## src/rtl/bus_arb_pkg.sv

```systemverilog
// Shared configuration for the bus arbiter: FSM state encodings, port ids,
// and the default block-address / line widths used across the memory core.
package bus_arb_pkg;

    localparam int BLK_LEN_DEF = 58;
    localparam int LINE_DEF    = 512;

    localparam logic [1:0] ST_IDLE  = 2'd0;
    localparam logic [1:0] ST_GNT_I = 2'd1;
    localparam logic [1:0] ST_GNT_D = 2'd2;
    localparam logic [1:0] ST_DONE  = 2'd3;

    // Identity of the port that most recently won the bus.
    localparam logic PORT_I = 1'b0;
    localparam logic PORT_D = 1'b1;

    function automatic logic is_gnt(input logic [1:0] st);
        return (st == ST_GNT_I) || (st == ST_GNT_D);
    endfunction

endpackage

```

## src/rtl/bus_arb.sv

```systemverilog
// Round-robin arbiter between the imem and dmem line-fill ports onto one
// external memory read port, plus invalidate forwarding that defers hits on the in-flight line.
module bus_arb
    import bus_arb_pkg::*;
#(
    parameter int BLK_LEN = BLK_LEN_DEF,
    parameter int LINE    = LINE_DEF
) (
    input  logic               clk,
    input  logic               rst_n,

    input  logic [BLK_LEN-1:0] b_addr_i,
    input  logic               b_rd_i,
    output logic [LINE-1:0]    b_rdata_i,
    output logic               b_dv_i,

    input  logic [BLK_LEN-1:0] b_addr_d,
    input  logic               b_rd_d,
    output logic [LINE-1:0]    b_rdata_d,
    output logic               b_dv_d,

    output logic [BLK_LEN-1:0] m_addr,
    output logic               m_rd,
    input  logic [LINE-1:0]    m_rdata,
    input  logic               m_ack,

    input  logic [BLK_LEN-1:0] x_inv_addr,
    input  logic               x_inv,
    output logic [BLK_LEN-1:0] b_inv_addr,
    output logic               inv,

    output logic [1:0]         dbg_state
);

    // Handshake: a requester raises b_rd_x with b_addr_x stable and holds both
    // until it sees b_dv_x (one cycle, combinational from m_ack during its
    // grant). m_rd is high for the whole grant; m_ack is a one-cycle data
    // strobe and is ignored whenever no grant is active.

    logic [1:0] state_q;
    logic [1:0] state_d;
    logic       last_q;
    logic       grant_i;
    logic       grant_d;
    logic       in_gnt;
    logic       go_done;

    always_comb begin
        state_d = state_q;
        grant_i = 1'b0;
        grant_d = 1'b0;
        case (state_q)
            ST_IDLE: begin
                if (b_rd_i && b_rd_d) begin
                    if (last_q == PORT_I) grant_d = 1'b1;
                    else                  grant_i = 1'b1;
                end else if (b_rd_d) begin
                    grant_d = 1'b1;
                end else if (b_rd_i) begin
                    grant_i = 1'b1;
                end
                if (grant_d)      state_d = ST_GNT_D;
                else if (grant_i) state_d = ST_GNT_I;
            end
            ST_GNT_I, ST_GNT_D: begin
                if (m_ack) state_d = ST_DONE;
            end
            // One dead cycle so a requester still holding rd is not re-granted.
            ST_DONE: state_d = ST_IDLE;
            default: state_d = ST_IDLE;
        endcase
    end

    always_ff @(posedge clk or negedge rst_n) begin
        if (!rst_n) begin
            state_q <= ST_IDLE;
            last_q  <= PORT_I;
            m_addr  <= '0;
        end else begin
            state_q <= state_d;
            if (grant_d) begin
                m_addr <= b_addr_d;
                last_q <= PORT_D;
            end else if (grant_i) begin
                m_addr <= b_addr_i;
                last_q <= PORT_I;
            end
        end
    end

    assign in_gnt    = is_gnt(state_q);
    assign go_done   = in_gnt && m_ack;
    assign m_rd      = in_gnt;
    assign b_dv_i    = (state_q == ST_GNT_I) && m_ack;
    assign b_dv_d    = (state_q == ST_GNT_D) && m_ack;
    assign b_rdata_i = m_rdata;
    assign b_rdata_d = m_rdata;
    assign dbg_state = state_q;

    // An invalidate hitting the line being filled is parked so the cache sees
    // it after the fill lands; everything else goes out one cycle later.
    logic               pend_valid;
    logic [BLK_LEN-1:0] pend_addr;
    logic               buf_conflict;
    logic               hold;
    logic               fwd;
    logic               pend_v_eff;
    logic [BLK_LEN-1:0] pend_a_eff;
    logic               issue_pend;

    always_comb begin
        buf_conflict = pend_valid && (pend_addr != x_inv_addr);
        hold         = x_inv && in_gnt && (x_inv_addr == m_addr) && !buf_conflict;
        fwd          = x_inv && !hold;
        pend_v_eff   = pend_valid || hold;
        pend_a_eff   = pend_valid ? pend_addr : x_inv_addr;
        // The parked entry goes out in DONE; a same-cycle forward wins the
        // single output slot and the entry drains on the next free cycle.
        issue_pend   = pend_v_eff && (go_done || !in_gnt) && !fwd;
    end

    always_ff @(posedge clk or negedge rst_n) begin
        if (!rst_n) begin
            inv        <= 1'b0;
            b_inv_addr <= '0;
            pend_valid <= 1'b0;
            pend_addr  <= '0;
        end else begin
            inv <= fwd || issue_pend;
            if (fwd)             b_inv_addr <= x_inv_addr;
            else if (issue_pend) b_inv_addr <= pend_a_eff;
            pend_valid <= pend_v_eff && !issue_pend;
            if (hold && !pend_valid) pend_addr <= x_inv_addr;
        end
    end

endmodule

```

## config.mk

```make
export PLATFORM = sky130hd
export DESIGN_NAME = bus_arb
export DESIGN_NICKNAME = d
export VERILOG_FILES = /design/src/rtl/bus_arb_pkg.sv /design/src/rtl/bus_arb.sv
export SDC_FILE = /design/constraint.sdc
export NUM_CORES = 1
export LEC_CHECK = 0
export BUFFER_PORTS_ARGS = -buffer_cell sky130_fd_sc_hd__buf_4
export CELL_PAD_IN_SITES_DETAIL_PLACEMENT = 0
export CELL_PAD_IN_SITES_GLOBAL_PLACEMENT = 1
export CORE_AREA = 2 2 706 708
export CTS_CLUSTER_SIZE = 14
export DETAILED_ROUTE_END_ITERATION = 7
export DIE_AREA = 0 0 708 710
export GPL_TIMING_DRIVEN = 0
export PLACE_DENSITY = 0.3
export SETUP_SLACK_MARGIN = 0.1
export SLEW_MARGIN = 20
export SYNTH_ARGS = -nofsm -noshare
export SYNTH_HDL_FRONTEND = slang
export SYNTH_SLANG_ARGS = --single-unit
```

## constraint.sdc

```tcl
create_clock -name clk -period 3.2 [get_ports clk]
set_input_delay 0.48 -clock clk [delete_from_list [all_inputs] [get_ports clk]]
set_output_delay 0.48 -clock clk [all_outputs]
set_load 0.005 [all_outputs]
```

---- Word level (Yosys, flattened, before mapping) ----
Cells that the tools add are included.
storage, ports and cells
  word-level logic and storage cells ...... 64
  bits of input ports ..................... 692
  output and inout bits ................... 1146
  register bits ........................... 179
operators by class
  mux-type cells .......................... 22
  equality and inequality tests ........... 7
  reduce and logical (&&, ||, !) cells .... 28
operators with widths
  kind                                            count
  2-to-1 mux 58 bit                               5
  == test 58 bit                                  1
  != test 58 bit                                  1
  logical AND 1 bit                               13
  2-to-1 mux 1 bit                                13
  logical NOT 1 bit                               6
  2-to-1 mux 2 bit                                3
  case mux 2 bit (3 select lines)                 1
  == test 2 bit (second input constant)           2
  logical OR 1 bit                                4
  nonzero test 2 bit                              2
  != test 3 bit (second input constant)           1
  == test 2 x 1 -> 1 bit (second input constant)  1
  logical NOT 2 bit                               1
  != test 2 bit (second input constant)           1
  AND reduction 2 bit                             1
  OR reduction 2 bit                              1

---- Longest topological paths before layout ----
Gate-level depths: netlist (run 1).
  word-level depth ........................ 11
  mapped depth ............................ 12
  gate-level depth less buffers ........... 9

---- Least setup slack after synthesis (run 1) ----
Ideal clock, no wire load.
  path kind ............................... register to register
  from .................................... reg state_q[0], in the netlist dbg_state[0]
  to ...................................... reg pend_addr[37]
  stages on the path, launching flop included .. 12
  clock period less this slack ............ 2533 ps
  buffers on the path ..................... 3
  setup slack ............................. 667 ps
  arrival time ............................ 2408 ps
  cells stage by stage .................... dfrtp_1 inv_1 ha_1 nand2_1 a211o_1 nor4_1 and4_1 and3_1 buf_2 buf_4 buf_4 mux2_2
on the way
  word-level cells in the longest chain between the ends .. 6
ends and longest elaborated chain
  element                                                  RTL line           RTL
  start, declared                                          bus_arb.sv:40      logic [1:0] state_q;
  start signal, assigned                                   bus_arb.sv:80      state_q <= state_d;
  == test 2 x 1 -> 1 bit or == test 2 bit (tied branches)  bus_arb_pkg.sv:18  return (st == ST_GNT_I) || (st == ST_GNT_D);
  logical OR 1 bit *                                       bus_arb_pkg.sv:18
  named net m_rd                                           bus_arb.sv:23      output logic m_rd,
  logical AND 1 bit * (3 in series)                        bus_arb.sv:113     hold = x_inv && in_gnt && (x_inv_addr == m_addr) && !buf_conflict;
  logical AND 1 bit *                                      bus_arb.sv:133     if (hold && !pend_valid) pend_addr <= x_inv_addr;
  end signal, assigned                                     bus_arb.sv:133
  end, declared                                            bus_arb.sv:103     logic [BLK_LEN-1:0] pend_addr;
Mark *: on every way through the listed nets, which the timed path passes. The rest lies on a longest branch.
A chain may end at the register's enable or synchronous reset.

---- Worst setup path after layout (run 1) ----
  from .................................... reg m_addr[26]
  to ...................................... reg inv
on the way
  word-level cells in the longest chain between the ends .. 8
ends and longest elaborated chain
  element                            RTL line        RTL
  start, declared                    bus_arb.sv:22   output logic [BLK_LEN-1:0] m_addr,
  start signal, assigned             bus_arb.sv:82   m_addr <= b_addr_d;
  start signal, assigned             bus_arb.sv:85   m_addr <= b_addr_i;
  == test 58 bit *                   bus_arb.sv:113
  logical AND 1 bit * (2 in series)  bus_arb.sv:113
  logical NOT 1 bit                  bus_arb.sv:114  fwd = x_inv && !hold;
  logical AND 1 bit                  bus_arb.sv:114
  logical NOT 1 bit                  bus_arb.sv:119  issue_pend = pend_v_eff && (go_done || !in_gnt) && !fwd;
  logical AND 1 bit                  bus_arb.sv:119
  logical OR 1 bit *                 bus_arb.sv:129  inv <= fwd || issue_pend;
  end signal, assigned               bus_arb.sv:129
  end, declared                      bus_arb.sv:30   output logic inv,
Every way passes the cells marked *; elsewhere a longest branch is shown, timed or not.

==> results of run 1 <==
-- cells by family after synthesis --
logic type / after synthesis / synth area share, %
buf+inv: 1108 / 47.0
compound gates: 259 / 9.67
flops: 179 / 26.2
simple gates: 175 / 4.56
mux: 116 / 7.21
xor+xnor: 101 / 5.17
fa+ha+maj: 3 / 0.219
-- placed cells by master (no fill, tap or decap), drive strengths merged, types with 2 or more instances in the layout --
| cell type | synthesis | routed |
|---|---|---|
| a21oi | 62 | 62 |
| a221oi | 2 | 2 |
| and2 | 2 | 2 |
| buf | 1043 | 2373 |
| clkbuf | 46 | 75 |
| clkinvlp | 0 | 2 |
| dfrtp | 179 | 179 |
| diode | 0 | 83 |
| ha | 3 | 3 |
| inv | 19 | 19 |
| mux2 | 58 | 58 |
| mux2i | 58 | 58 |
| nand2 | 65 | 65 |
| nand2b | 2 | 2 |
| nand4 | 13 | 13 |
| nor2 | 62 | 62 |
| nor2b | 6 | 6 |
| nor4 | 20 | 20 |
| o21ai | 60 | 60 |
| o22a | 58 | 58 |
| o22ai | 64 | 64 |
| xnor2 | 43 | 43 |
| xor2 | 58 | 58 |
-- power breakdown --
part           switching [uW]  internal [uW]
Clock                    1170           1480
Sequential               1030           2780
Combinational            3870           3340
Total                    6070           7600
-- critical path: stages (launching register included) --
cell,delay [ps]
dfrtp_2,480
xor2_1,250
nor4_1,360
nand4_1,270
nor3_2,360
nand2_4,170
a21o_1,200
clkbuf_1,210
clkbuf_4,280
or2_1,270
-- final cells by class --
cell class / count / area (sq um) / area share (%)
flip-flops and latches: 179 / 4480 / 12.3
plain buffers: 1089 / 8030 / 22.0
clock inverters: 3 / 45.0 / 0.123
repair buffers: 1332 / 10100 / 27.6
diodes: 83 / 208 / 0.569
clock buffers: 28 / 637 / 1.75
multi-input cells: 654 / 4770 / 13.1
inverters: 19 / 71.3 / 0.196
well taps: 6525 / 8160 / 22.4
-- metrics by stage --
stage | util, % | hold WS (ps)
2_1_floorplan | - | 184
4_1_cts | 7.31 | 135
3_3_place_gp | 7.11 | 473
3_5_place_dp | 7.13 | 396
5_1_grt | 7.33 | 179
6_report | 7.36 | 183
-- flip-flops by register name, summed over array words and instances (netlist names) --
signal      count
b_inv_addr     58
pend_addr      58
pend_valid      1
dbg_state       2
last_q          1
m_addr         58
inv             1
-- routing by layer --
metal / global-route usage [%] / share of wire [%] / vias to the layer above
li1: - / - / 8208
met1: 10.4 / 34 / 9144
met2: 17.5 / 47 / 1255
met3: 6.93 / 15 / 395
met4: 3.46 / 3.6 / 152
met5: 0 / 0.38 / -
-- final timing paths --
path	startpoint	end	depth (start not counted)
worst max-delay path	m_addr[26]$_DFFE_PN0P_	inv$_DFF_PN0_	9
min in group asynchronous	rst_n	m_addr[38]$_DFFE_PN0P_	2
worst min-delay path	b_rd_i	last_q$_DFFE_PN0P_	2
worst min register to register	last_q$_DFFE_PN0P_	last_q$_DFFE_PN0P_	1
worst max register to register	m_addr[26]$_DFFE_PN0P_	inv$_DFF_PN0_	9
max in group asynchronous	rst_n	m_addr[56]$_DFFE_PN0P_	4
-- timing repair --
action	in CTS	in global routing
buffers inserted	2	1
hold buffers	1	0
hold endpoints to repair	37	0
resized for setup	36	14
endpoints found under the setup margin	119	102
pin swaps	4	3
==> reports/results.ini, run 1 <==
[yosys]
synth_area_leaders = buf_4 (45%), dfrtp_1 (26%), mux2_2 (3.8%)
ys_types = 45
synth_area_per_cell_sq_um = 8.82
synthCells = 1941
ys_ff_latch = 179
yosysWarnings = 0
async_reset_ff_share_pct = 100
synth-seq-area-share_pct = 26.2
synth_nets = 2636
yosys.area.top_type = buf_4
synth.most_common_cell = buf_4
syn_area_sq_um = 17100
netlist.area_leader.share_pct = 45.1
synth_edf_count = 0
synth_common_cells = buf_4 (1,028), dfrtp_1 (179), nand2_1 (64), o22ai_1 (64)
synth-main-ff-cell = dfrtp_1

[route]
dr.pass1.iters = 5
drt-wirelength-per-cell_um = 28.1
drt_iter0_drc = 1119
num_vias = 19200
antenna_left = 0
route.detailed.drc = 0
postRouteWirelength_mm = 279
via_per_inst = 1.93

[finish]
fin_nets = 3995
drive_above_1_share_pct = 75.5
area_growth_pct = 113
fin_area_sq_um = 36500
fillers = 58200
fin_cells = 9912

[sta]
setup_violations = 0
final.min_clock_period_ps = 2990
tns_ps = 0
rsz0062_at_grt = yes
hold_violations = 0
worst_pin_slew_ps = 1010
final.setup.worst_slack_ps = 211
max_slew_margin_pct = 32.6
min_period_over_period_pct = 93.4
clock-skew-final_ps = 32.0
finalMaxSlewViolations = 0
max_freq_mhz = 335

[die]
start_util_pct = 3.45
coreArea_sq_um = 495000
io_pins = 1838
die_w_um = 708
std_cell_rows = 259
dieHeight_um = 710
die_area_sq_um = 503000

[clock_network]
htree_levels = 4
numCtsBuffers = 25
cts_tree = built
worst_skew_pair.late_latency_ps = 550
cts.sinks = 179
clock-root-buffer = clkbuf_16
path_clk_slew_ps = 80
clockBufferDepth = 3

[hold_path]
hold_path_class = input pin to register

[global_routing]
grt_overflow = 0
grt_antenna_before_repair = 174
grt_usage_pct = 10.5
grt_max_degree = 74
grt_pass1_vias = 18800
grt_pass1_wl_mm = 317

[run]
drv_cap = 0

[critical_path]
ff2ff_setup_slack_ps = 210
cp_max_fo = 10
cp-end-kind = register
worstPathRequired_ps = 3630
path_class = register to register
startpoint_type = register
arrival_ps = 3420

[place]
dp.cells = 9794
dp_slack_ps = -683
place_congestion = 0.939
dp_hpwl_mm = 262
numPortBuffers = 1325
place_area_sq_um = 35300

[pwr]
p_total_uw = 13700
irDropWorstVdd_mv = 0.264
power_leakage_uw = 0.0161
power_density_nw_per_um2 = 375

[run_status]
outcome = complete, no violations

Power figures use the tool's default switching activity.
==> run 2: changes to the inputs <==
ABC_AREA = 1   (was not set)
CORE_AREA = 2 2 715 717   (was 2 2 706 708)
DIE_AREA = 0 0 717 719   (was 0 0 708 710)
==> reports/results.ini, run 2 <==
[die]
std_cell_rows = 262  ; +1.2%
die_area_sq_um = 516000  ; +2.6%
die_w_um = 717  ; +1.3%
dieHeight_um = 719  ; +1.3%
coreArea_sq_um = 508000  ; +2.5%
start_util_pct = 3.67  ; +0.22 points
io_pins = 1838  ; unchanged

[yosys]
synth.most_common_cell = buf_4
synth_area_per_cell_sq_um = 7.18  ; -19%
synthCells = 2596  ; +34%
synth_edf_count = 0  ; unchanged
ys_types = 29  ; -36%
netlist.area_leader.share_pct = 41.3  ; -3.8 points
ys_ff_latch = 179  ; unchanged
synth-main-ff-cell = dfrtp_1
synth-seq-area-share_pct = 24.0  ; -2.2 points
syn_area_sq_um = 18600  ; +9.0%
yosys.area.top_type = buf_4
synth_common_cells = buf_4 (1,025), nand2_1 (415), dfrtp_1 (179)
synth_area_leaders = buf_4 (41%), dfrtp_1 (24%), nand2_1 (8.4%)
yosysWarnings = 0  ; unchanged
synth_nets = 3291  ; +25%
async_reset_ff_share_pct = 100  ; unchanged

[clock_network]
cts_tree = built
clockBufferDepth = 2  ; -1
clock-root-buffer = clkbuf_16
cts.sinks = 179  ; unchanged
htree_levels = 4  ; unchanged
numCtsBuffers = 17  ; -32%
worst_skew_pair.late_latency_ps = 560  ; about the same
path_clk_slew_ps = 90  ; about the same

[run_status]
outcome = complete, no violations

[place]
place_congestion = 0.993  ; +5.7%
dp_hpwl_mm = 302  ; +15%
numPortBuffers = 1324  ; -0.075%
place_area_sq_um = 37100  ; +5.1%

[sta]
max_slew_margin_pct = 32.5  ; -0.081 points
final.min_clock_period_ps = 2960  ; -26.0 ps
finalMaxSlewViolations = 0  ; unchanged
rsz0062_at_grt = no
hold_violations = 0  ; unchanged
max_freq_mhz = 338  ; +0.88%
setup_violations = 0  ; unchanged
clock-skew-final_ps = 29.4  ; -2.55 ps
min_period_over_period_pct = 92.6  ; -0.81 points
worst_pin_slew_ps = 1010  ; +1.21 ps

[hold_path]
whs_endpoint = m_addr[15]$_DFFE_PN0P_
hold_path_class = input pin to register
min_from = b_addr_d[15]
whs_path_depth = 3  ; +1

[pwr]
power_density_nw_per_um2 = 408  ; +9.0%
power_leakage_uw = 0.0170  ; +5.4%
irDropWorstVdd_mv = 0.379  ; +44%
p_total_uw = 15600  ; +14%

[global_routing]
grt_max_degree = 68  ; -8.1%
grt_usage_pct = 12.0  ; +1.5 points
grt_pass1_vias = 22300  ; +19%
grt_overflow = 0  ; unchanged
grt_antenna_before_repair = 306  ; +76%
grt_pass1_wl_mm = 371  ; +17%

[critical_path]
startpoint_type = register
arrival_ps = 3380  ; -40 ps
r2r_cells = 15  ; +6
r2r_end = b_inv_addr[52]$_DFFE_PN0P_
path_class = register to register
worstPathRequired_ps = 3610  ; -20 ps
ff2ff_setup_slack_ps = 240  ; +30 ps
cp_max_fo = 10  ; unchanged
rr_startpoint = m_addr[35]$_DFFE_PN0P_
cp-end-kind = register

[finish]
fin_nets = 4644  ; +16%
fin_area_sq_um = 38200  ; +4.8%
area_growth_pct = 105
mostFrequentLayoutCell = buf_4
mostFrequentLayoutCells = buf_4 (2,357), nand2_1 (408), nand3_1 (177), o21ai_0 (173), dfrtp_1 (162)
drive_above_1_share_pct = 63.9  ; -12 points
reg_top3 = b_inv_addr: 58 flops, m_addr: 58 flops, pend_addr: 58 flops
fillers = 59800  ; +2.7%
fin_util_pct = 7.53  ; +0.17 points

[route]
via_per_inst = 2.13  ; +10%
num_vias = 23000  ; +20%
drt_iter0_drc = 1102  ; -1.5%
route.detailed.drc = 0  ; unchanged
antenna_left = 0  ; unchanged
drt-wirelength-per-cell_um = 29.9  ; +6.1%
postRouteWirelength_mm = 322  ; +16%
dr.pass1.iters = 5  ; unchanged

[run]
drv_cap = 0  ; unchanged

## run 2: cell count changes after synthesis, sizes merged, moves of 90 or more
cell   change
inv      +139
nand3    +189
nor2      +90
nand2    +350
o21ai    +127
## run 2: power breakdown
group | switching (uW) | internal [uW]
Clock | 1270 | 1320
Sequential | 818 | 2840
Combinational | 5770 | 3590
Total | 7870 | 7760
## run 2: metrics by stage
| step | hold slack, ps | setup slack (ps) | cells | setup TNS [ps] |
|---|---|---|---|---|
| after floorplan | 184 | 1130 | 2596 | 0 |
| after global placement | 509 | -2440 | 10700 | -215820 |
| after detailed placement | 509 | -533 | 10700 | -45660 |
| after CTS | 123 | 45.1 | 10700 | 0 |
| after global routing | 154 | 92.1 | 10700 | 0 |
| final | 183 | 237 | 10800 | 0 |
## run 2: per-layer routing
layer | up-vias | routed length, um | GRT usage [%]
met4 | 236 | 8460 | 3.19
met3 | 566 | 42000 | 7.12
met1 | 10800 | 108000 | 11.6
met2 | 1432 | 162000 | 21.4
met5 | - | 1670 | 0
li1 | 10000 | - | -
## run 2: cell type report
type	instances	area, sq um	area share (%)
tap	6732	8420	22.0
clock buffer	18	429	1.12
inverter	166	638	1.67
buffer	1117	8150	21.3
antenna	97	243	0.635
sequential	179	4500	11.8
clock inverter	13	200	0.523
timing repair buffer	1334	10100	26.4
multi-input combinational	1134	5560	14.5
## run 2: worst max-delay path, cell delays in order (launching register included)
cell     delay [ps]
dfrtp_1         480
inv_1           170
nand2_1         200
nand2_1          70
a21oi_1         330
nand2_1          90
nor2_1          110
nand2_1          60
nor2_1          200
nand2_1         150
nand2_1         120
o21ai_2         140
buf_4           250
buf_2           250
nand3_1         120
nand3_1          70
## run 2: cells by family (layout without fill, tap and decap cells)
group / after synthesis / count (layout) / share of synthesized area, %
buffers and inverters: 1283 / 2648 / 46.9
and+or+nand+nor: 820 / 820 / 19.0
AOI/OAI and AO/OA: 254 / 254 / 7.29
DFF: 179 / 179 / 24.0
xor gates and xnor gates: 57 / 57 / 2.68
adders and majority gates: 3 / 3 / 0.201
other: 0 / 97 / 0
## run 2: worst max path at each step
stage	endpoint	slack, ps	cells after the start	start
6_report	b_inv_addr[52]$_DFFE_PN0P_	240	15	m_addr[35]$_DFFE_PN0P_
5_1_grt	b_inv_addr[53]$_DFFE_PN0P_	90	15	m_addr[35]$_DFFE_PN0P_
4_1_cts	b_inv_addr[35]$_DFFE_PN0P_	50	14	m_addr[4]$_DFFE_PN0P_
3_5_place_dp	pend_addr[35]$_DFFE_PN0P_	-530	11	x_inv_addr[18]
3_3_place_gp	m_addr[45]$_DFFE_PN0P_	-2440	7	dbg_state[0]$_DFFE_PN0P_
2_1_floorplan	b_inv_addr[48]$_DFFE_PN0P_	1130	15	dbg_state[0]$_DFFE_PN0P_
## run 2: timing repair
| item | 4_1_cts | 5_1_grt |
|---|---|---|
| hold buffers | 1 | 0 |
| endpoints found under the setup margin | 138 | 102 |
| buffers inserted | 4 | 1 |
| resized for setup | 39 | 17 |
| cloned | 0 | 0 |
| hold endpoints to repair | 55 | 0 |
==> run 3: changes to the inputs <==
CORE_AREA = 2 2 721 723   (was 2 2 715 717)
CTS_BUF_LIST = sky130_fd_sc_hd__clkbuf_8   (was not set)
DIE_AREA = 0 0 723 725   (was 0 0 717 719)
REMOVE_ABC_BUFFERS = 1   (was not set)
==> reports/results.ini, run 3 (same netlist as run 2, synthesis figures left out) <==
[finish]
mostFrequentLayoutCells = nand2_1 (389), buf_4 (338), nand3_1 (176), o21ai_0 (172), dfrtp_1 (159)
mostFrequentLayoutCell = nand2_1
fin_area_sq_um = 24300  ; -37%
fin_cells = 8890  ; -18%
drive_above_1_share_pct = 29.0  ; -35 points
fin_nets = 2647  ; -43%
fin_util_pct = 4.70  ; -2.8 points
area_growth_pct = 30.1
reg_top3 = b_inv_addr: 58 flops, m_addr: 58 flops, pend_addr: 58 flops

[route]
via_per_inst = 2.20  ; +3.1%
route.detailed.drc = 0  ; unchanged
num_vias = 19600  ; -15%
postRouteWirelength_mm = 743  ; +130%
antenna_left = 0  ; unchanged
dr.pass1.iters = 5  ; unchanged
drt-wirelength-per-cell_um = 83.6  ; +180%
drt_iter0_drc = 2527  ; +130%

[die]
dieHeight_um = 725  ; +0.83%
start_util_pct = 3.61  ; -0.058 points
std_cell_rows = 264  ; +0.76%
die_w_um = 723  ; +0.84%
io_pins = 1838  ; unchanged
coreArea_sq_um = 516000  ; +1.6%
die_area_sq_um = 524000  ; +1.7%

[clock_network]
clockBufferDepth = 3  ; +1
clock-root-buffer = clkbuf_8
htree_levels = 4  ; unchanged
cts_tree = built
worst_skew_pair.late_latency_ps = 710  ; +150 ps
path_clk_slew_ps = 150  ; +60 ps
numCtsBuffers = 25  ; +8
cts.sinks = 179  ; unchanged

[pwr]
combPwrFrac_pct = 55.4  ; -4.6 points
clockPowerShare_pct = 16.4  ; -0.2 points
pwr-share-seq_pct = 28.3  ; +4.9 points
p_int_uw = 6430  ; -17%
power_density_nw_per_um2 = 573  ; +40%
power_leakage_uw = 0.00764  ; -55%
p_switching_uw = 7480  ; -4.9%
irDropWorstVdd_mv = 0.272  ; -28%
swShare_pct = 53.8  ; +3.4 points

[critical_path]
startpoint_type = register
cp_max_fo = 34  ; +24
path_class = register to register
cp-end-kind = register
arrival_ps = 3740  ; +360 ps
worstPathRequired_ps = 3830  ; +220 ps
r2r_cells = 17  ; +2

[global_routing]
grt_pass1_wl_mm = 782  ; +110%
grt_usage_pct = 27.4  ; +15 points
grt_antenna_before_repair = 82  ; -73%
grt_overflow = 0  ; unchanged
grt_pass1_vias = 15600  ; -30%
grt_max_degree = 62  ; -8.8%

[place]
place_area_sq_um = 22400  ; -40%
place_congestion = 0.902  ; -9.2%
numPortBuffers = 301  ; -77%
dp_hpwl_mm = 695  ; +130%
dp.cells = 8729  ; -18%

[sta]
worst_pin_slew_ps = 1130  ; +116 ps
max_slew_margin_pct = 24.8  ; -7.7 points
tns_ps = 0  ; unchanged
clock-skew-final_ps = 67.5  ; +38.1 ps
final.min_clock_period_ps = 3110  ; +149 ps
hold_violations = 0  ; unchanged
finalMaxSlewViolations = 0  ; unchanged
setup_violations = 0  ; unchanged
holdWs_ps = 60.5  ; -123 ps
max_freq_mhz = 321  ; -4.8%
rsz0062_at_grt = yes
min_period_over_period_pct = 97.3  ; +4.7 points

[hold_path]
hold_path_class = input pin to register
whs_path_depth = 3  ; unchanged

[run]
drv_cap = 0  ; unchanged

[run_status]
outcome = complete, no violations

==> run 3: changes by cell type in the layout (fill, tap and decap cells not counted), moves of 19 or more <==
| cell | previous run | this run |
|---|---|---|
| buf_4 | 2357 | 338 |
| clkbuf_1 | 51 | 0 |
| dlygate4sd3_1 | 1 | 68 |
| buf_2 | 19 | 0 |
| diode_2 | 97 | 16 |
| clkbuf_8 | 0 | 27 |
| nand2_1 | 408 | 389 |
==> run 3: metrics by stage <==
stage	setup WS, ps	power [uW]
floorplan	-1820	5510
CTS	107	14300
detailed placement	-1390	11100
finish	87.8	13900
global placement	-9030	10500
global route	75.8	14900
==> run 3: power by group through the flow <==
stage | Combinational [uW] | Sequential, uW | Clock, uW
after floorplan | 2130 | 3380 | 0
after global placement | 6430 | 4030 | 0
after detailed placement | 7240 | 3900 | 0
after CTS | 7910 | 3920 | 2460
after global routing | 8420 | 4010 | 2460
final | 7700 | 3930 | 2280
==> run 3: timing repair <==
action | 4_1_cts | 5_1_grt
resized for setup | 91 | 16
endpoints found under the setup margin | 118 | 105
endpoints found under the hold margin | 91 | 0
setup buffers | 30 | 11
pin swaps | 11 | 5
cloned | 3 | 0
hold buffers | 68 | 0
==> run 3: cell type report <==
cell class / instances / area, sq um
Inverter: 166 / 688
Antenna cell: 16 / 40.0
Multi-Input combinational cell: 1136 / 5860
Sequential cell: 179 / 4510
Fill cell: 61500 / 492000
Timing Repair Buffer: 444 / 4090
Clock buffer: 27 / 372
Clock inverter: 6 / 61.3
Tap cell: 6916 / 8650
==> run 3: path summary, 6_finish.rpt <==
check	from	endpoint	slack, ps
setup / recovery	m_addr[39]$_DFFE_PN0P_	b_inv_addr[31]$_DFFE_PN0P_	90
hold / removal	b_addr_i[43]	m_addr[43]$_DFFE_PN0P_	60
setup reg to reg	m_addr[39]$_DFFE_PN0P_	b_inv_addr[31]$_DFFE_PN0P_	90
hold reg to reg	b_inv_addr[33]$_DFFE_PN0P_	b_inv_addr[33]$_DFFE_PN0P_	520
max in group asynchronous	rst_n	pend_addr[42]$_DFFE_PN0P_	1840
min in group asynchronous	rst_n	m_addr[8]$_DFFE_PN0P_	230
==> run 3: per-layer routing <==
layer / track usage (%) / up-vias / routed length (um)
met5: 19.2 / - / 13600
met4: 24.5 / 116 / 84500
met3: 32.3 / 660 / 185000
met2: 44.9 / 4476 / 341000
met1: 12.3 / 8365 / 118000
li1: - / 5945 / -
==> run 3: worst max-delay path, stage by stage, from the launching register on <==
cell and delay [ps]:
dfrtp_2 600, clkinvlp_4 210, nand2_4 190, nand2_1 80
clkinv_1 50, nand2_1 70, nor2_4 230, nand2_2 160
inv_1 80, nand2_1 50, nor2_1 160, nand3_4 110
buf_12 210, nand3_4 120, buf_12 190, buf_16 210
nand3_1 110, nand3_1 100
